`config.mk`:
```
export PLATFORM = sky130hd
export DESIGN_NAME = pll_lock_sequencer
export DESIGN_NICKNAME = d
export VERILOG_FILES = /design/src/rtl/pll_seq_pkg.sv /design/src/rtl/sync_2ff.sv /design/src/rtl/pll_lock_sequencer.sv
export SDC_FILE = /design/constraint.sdc
export NUM_CORES = 1
export LEC_CHECK = 0
export CELL_PAD_IN_SITES_DETAIL_PLACEMENT = 0
export CELL_PAD_IN_SITES_GLOBAL_PLACEMENT = 1
export CORE_AREA = 2 2 59 61
export DETAILED_ROUTE_END_ITERATION = 12
export DIE_AREA = 0 0 61 63
export PLACE_DENSITY_LB_ADDON = 0.25
export REMOVE_ABC_BUFFERS = 1
export SETUP_SLACK_MARGIN = 0.3
export SYNTH_ARGS = -nofsm -noshare
export SYNTH_HDL_FRONTEND = slang
export SYNTH_SLANG_ARGS = --single-unit
```
`constraint.sdc`:
```
create_clock -name clock -period 5.8 [get_ports clock]
set_input_delay 1.16 -clock clock [delete_from_list [all_inputs] [get_ports clock]]
set_output_delay 1.16 -clock clock [all_outputs]
set_load 0.03 [all_outputs]
```
`src/rtl/pll_seq_pkg.sv`:
```
// Shared types and default constants for the PLL lock sequencer.
package pll_seq_pkg;

    localparam int DEF_RST_HOLD_CYCLES     = 16;
    localparam int DEF_LOCK_STABLE_CYCLES  = 1024;
    localparam int DEF_LOCK_TIMEOUT_CYCLES = 65536;
    localparam int DEF_MAX_RETRIES         = 7;

    localparam logic [2:0] HOLD_ENC   = 3'd0;
    localparam logic [2:0] WAIT_ENC   = 3'd1;
    localparam logic [2:0] STABLE_ENC = 3'd2;
    localparam logic [2:0] RUN_ENC    = 3'd3;
    localparam logic [2:0] FAIL_ENC   = 3'd4;

    typedef enum logic [2:0] {
        S_HOLD      = HOLD_ENC,
        S_WAIT_LOCK = WAIT_ENC,
        S_STABLE    = STABLE_ENC,
        S_RUN       = RUN_ENC,
        S_FAIL      = FAIL_ENC
    } state_t;

    function automatic int max3(input int a, input int b, input int c);
        int m;
        m = (a > b) ? a : b;
        return (m > c) ? m : c;
    endfunction

    function automatic logic [3:0] sat_inc(input logic [3:0] v);
        return (v == 4'hF) ? 4'hF : v + 4'd1;
    endfunction

endpackage

```
`src/rtl/sync_2ff.sv`:
```
// One-bit two-flop synchronizer; cleared only by the block reset input.
module sync_2ff (
    input  logic clock,
    input  logic reset,
    input  logic d,
    output logic q
);

    logic meta;

    always_ff @(posedge clock) begin
        if (reset) begin
            meta <= 1'b0;
            q    <= 1'b0;
        end else begin
            meta <= d;
            q    <= meta;
        end
    end

endmodule

```
`src/rtl/pll_lock_sequencer.sv`:
```
// PLL reset/lock sequencer: HOLD -> WAIT_LOCK -> STABLE -> RUN with retries.
// Define PLL_SEQ_RETRY_LIMIT_EN to enable the FAIL state after MAX_RETRIES.
module pll_lock_sequencer
    import pll_seq_pkg::*;
#(
    parameter int RST_HOLD_CYCLES     = DEF_RST_HOLD_CYCLES,
    parameter int LOCK_STABLE_CYCLES  = DEF_LOCK_STABLE_CYCLES,
    parameter int LOCK_TIMEOUT_CYCLES = DEF_LOCK_TIMEOUT_CYCLES,
    parameter int MAX_RETRIES         = DEF_MAX_RETRIES
) (
    input  logic       clock,
    input  logic       reset,
    input  logic       pll_locked,
    input  logic       relock_req,
    output logic       pll_rst,
    output logic       out_reset,
    output logic       ready,
    output logic [3:0] retry_count,
    output logic       fail
);

    localparam int MAX_CYC = max3(RST_HOLD_CYCLES, LOCK_STABLE_CYCLES,
                                  LOCK_TIMEOUT_CYCLES);
    localparam int CW = $clog2(MAX_CYC) + 1;

    localparam logic [CW-1:0] HOLD_LAST   = CW'(RST_HOLD_CYCLES - 1);
    localparam logic [CW-1:0] STABLE_LAST = CW'(LOCK_STABLE_CYCLES - 1);
    localparam logic [CW-1:0] TO_LAST     = CW'(LOCK_TIMEOUT_CYCLES - 1);
    localparam logic [3:0]    RETRY_LIMIT = 4'(MAX_RETRIES);

`ifdef PLL_SEQ_RETRY_LIMIT_EN
    localparam bit LIMIT_EN = 1'b1;
`else
    localparam bit LIMIT_EN = 1'b0;
`endif

    state_t        state;
    state_t        state_nxt;
    logic [CW-1:0] cnt;
    logic [CW-1:0] cnt_nxt;
    logic [3:0]    retry_nxt;
    logic          lock_s;

    sync_2ff u_sync (
        .clock (clock),
        .reset (reset),
        .d     (pll_locked),
        .q     (lock_s)
    );

    always_comb begin
        state_nxt = state;
        retry_nxt = retry_count;
        if (relock_req) begin
            state_nxt = S_HOLD;
            if (LIMIT_EN) retry_nxt = '0;
        end else begin
            unique case (state)
                S_HOLD: begin
                    if (cnt == HOLD_LAST) state_nxt = S_WAIT_LOCK;
                end
                S_WAIT_LOCK: begin
                    if (lock_s) begin
                        state_nxt = S_STABLE;
                    end else if (cnt == TO_LAST) begin
                        retry_nxt = sat_inc(retry_count);
                        state_nxt = (LIMIT_EN && retry_nxt >= RETRY_LIMIT)
                                  ? S_FAIL : S_HOLD;
                    end
                end
                S_STABLE: begin
                    if (!lock_s)                state_nxt = S_WAIT_LOCK;
                    else if (cnt == STABLE_LAST) state_nxt = S_RUN;
                end
                S_RUN: begin
                    if (!lock_s) state_nxt = S_HOLD;
                end
                S_FAIL: begin
                    state_nxt = S_FAIL;
                end
                default: begin
                    state_nxt = S_HOLD;
                end
            endcase
        end
        // Counter restarts on every transition and on any relock request
        if (relock_req || state_nxt != state) cnt_nxt = '0;
        else if (&cnt)                        cnt_nxt = cnt;
        else                                  cnt_nxt = cnt + CW'(1);
    end

    always_ff @(posedge clock) begin
        if (reset) begin
            state       <= S_HOLD;
            cnt         <= '0;
            retry_count <= '0;
            pll_rst     <= 1'b1;
            out_reset   <= 1'b1;
            ready       <= 1'b0;
            fail        <= 1'b0;
        end else begin
            state       <= state_nxt;
            cnt         <= cnt_nxt;
            retry_count <= retry_nxt;
            pll_rst     <= (state_nxt == S_HOLD) || (state_nxt == S_FAIL);
            out_reset   <= (state_nxt != S_RUN);
            ready       <= (state_nxt == S_RUN);
            fail        <= (state_nxt == S_FAIL);
        end
    end

endmodule

```
==> qor.txt <==
antenna cells: 0
GRT Total Usage: 16.3%
ys flop type: dfxtp_1
FMAX: 329 MHz
max-slew violations: 0
endpoints failing setup: 0
Net Switching: 0.0823 mW
Layout fillers: 310
final RePlAce weighted congestion: 0.736
CP Capture Type: register
pin count of the biggest net entering global routing: 17
worst-margin pin slew: 0.844 ns
I/O pin count: 12
reg-to-reg slack, setup: 2.76 ns
Bufs and invs on worst path: 0
clk_lat worst skew: 0.33 ns
delay of the slowest critical-path stage: 0.76 ns
Area Growth Syn to Fin: 14.4%
via count: 1119
worst vdd ir: 0.164 mV
Post-Syn Area: 0.00143 sq mm
Critical Path RT: 5.99 ns
Mapped Cells: 156
slowest library cell on the worst path: mux2i_2
Synth area leader: dfxtp_1
initial antenna violation count: 0
Final ANT Viol Nets: 0
Flop pwr share: 55.4%
Post-synth ARST share: 0%
cts hold-fix bufs: 0
Worst EP arrival: 3.23 ns
setup slack at placement: 2.56 ns
Iter 0 DRT Violations: 57
Final #Nets: 176
setup total negative slack: 0 ns
Leak Pwr: 0.583 nW
status: completed
Die Area: 0.00384 sq mm
Max Cap Violations: 0
Vias/cell: 5.20
PwrDens: 233 mW/mm^2
PortBufs: 11
Hold Path Origin: u_sync.meta
Ys Warns: 0
synth top area cells: dfxtp_1 (42%), nor2_1 (6.6%), xnor2_1 (4.9%)
Min-Delay Path Class: reg2reg
# rows: 21
Die W: 61 microns
Crit path max-delay family: simple AND/OR/NAND/NOR gates
Yosys cell types: 36
area share of the largest cell type after synthesis: 42.1%
CTS Buf Count: 5
Core Region: 0.00323 sq mm
clk buf depth: 2
WHS: 0.464 ns
WL/cell: 12.4 microns
DRT Pass-1 Iters: 4
Clock Sinks: 30
Critical Path Source Type: register
Final period util: 52.4%
register area share after synthesis: 42.1%
# DRC: 0
crit path kind: reg2reg
critical path startpoint: cnt[2]
FF+latch area: 601 sq um
worst r2r src: cnt[2]
gr ovfl total: 0
clock transition at the registers of the reported paths: 0.09 ns
clock share of power: 40.3%
Die H: 63 microns
CTS tree: yes
Period minus WS final: 3.04 ns
H-tree levels: 2
global-route wire length before repair: 4.63 mm
setup repair bufs after CTS: 0
Net Sw Frac: 21.6%
Comb power frac: 4.4%
Routed WL: 2.66 mm
RSZ-0062 raised after global routing: no
#FFs+latches synth: 30
Post-DP HPWL: 1.89 mm
EDFF count, synth: 0
internal power: 0.298 mW
Critical Path Fanout Max: 16
Worst Clk Skew: 0.00657 ns
relative slew slack: 42.6%
Final Hold Viols: 0
vias in the first global route: 1058
worst-path cell chain: and4_1, nand3_1, nor3_1, ha_1, nor4b_1, a211oi_2, a2bb2oi_2, mux2i_2, nor2_1
Multi-input gate area: 772 sq um
Starting Density: 44.1%
root buffer cell: clkbuf_4
Avg Cell Area, Syn: 9.14 sq um
Final WS setup: 2.76 ns
layout cells sized above 1: 7.69%
post_cts resized: 0
cell type report:
cell class                      count  share of cell area [%]
Clock buffer                        8                    4.84
Inverter                            3                   0.691
Multi-Input combinational cell    117                    47.4
Sequential cell                    30                    36.8
Tap cell                           46                    3.53
Timing Repair Buffer               11                    6.75
cell usage in the layout, fill, tap and decap left out, types with 4 or more instances in the layout:
cell             count
clkdlybuf4s50_1     11
ha_1                 4
nand4_1              4
nor2b_1              4
xor2_1               8
nor2_1              25
nand3_1              9
clkbuf_4             5
dfxtp_1             30
nor3_1               8
and3_1               6
nand2_1              5
xnor2_1              8
Yosys cell counts, drive strengths merged, types with 2 or more instances:
master,n
dfxtp,30
nor2,26
nand3,9
nor3,8
xnor2,8
xor2,8
and3,6
nand2,5
ha,4
mux2i,4
nand4,4
nor2b,4
nor4,4
a21oi,3
and2,3
buf,3
clkbuf,3
inv,3
nand2b,3
o21ai,3
a211oi,2
a311oi,2
and4,2
nor3b,2
metal layers:
metal  vias to the layer above  track usage, %  part of all wire, %
met5                         -               0                    0
met4                         0            8.15                  2.4
met2                        13            23.9                   46
met1                       529            21.1                   48
met3                         7            4.97                  3.0
li1                        570               -                    -
worst reg2reg max path, delay by kind of cell, from the launching register on:
kind | cells | cell delay, ns
AO/OA/AOI/OAI | 2 | 0.52
multiplexers | 1 | 0.77
AND/OR/NAND/NOR | 5 | 0.92
flip-flops | 1 | 0.45
adder cells (fa/ha/maj) | 1 | 0.24
final timing paths:
| check | endpoint | depth (start not counted) |
|---|---|---|
| worst min-delay path | u_sync.q | 1 |
| worst max-delay path | cnt[2] | 9 |
| worst max register to register | cnt[2] | 9 |
| worst min register to register | u_sync.q | 1 |
power groups by stage:
stage	Combinational [mW]	Sequential, mW	Clock (mW)
after floorplan	0.0105	0.215	0
after global placement	0.0162	0.215	0
after detailed placement	0.0164	0.215	0
after CTS	0.0167	0.211	0.157
after global routing	0.0185	0.211	0.166
final	0.0166	0.211	0.153
kinds of logic after synthesis:
group                      count (synthesis)  synth area share, %
muxes                                      4                 3.07
buffers and inverters                      9                 3.69
xor gates and xnor gates                  16                 9.83
DFF                                       30                 42.1
AOI/OAI and AO/OA                         12                 6.23
and+or+nand+nor                           81                 31.5
adders and majority gates                  4                 3.51
flip-flops by register name (all words and copies together), names as in the netlist:
signal / flops
u_sync.q: 1
ready: 1
cnt: 17
u_sync.meta: 1
out_reset: 1
fail: 1
state: 3
retry_count: 4
pll_rst: 1
per-stage QoR:
step	instance area, sq um	util, %	total power [mW]	std cells
6_report	1630	50.4	0.380	215
5_1_grt	1630	50.4	0.396	215
4_1_cts	1630	50.4	0.384	215
3_5_place_dp	1550	48.0	0.232	207
3_3_place_gp	1550	48.0	0.231	207
2_1_floorplan	1380	-	0.225	150
(Power assumes the default switching activity.)
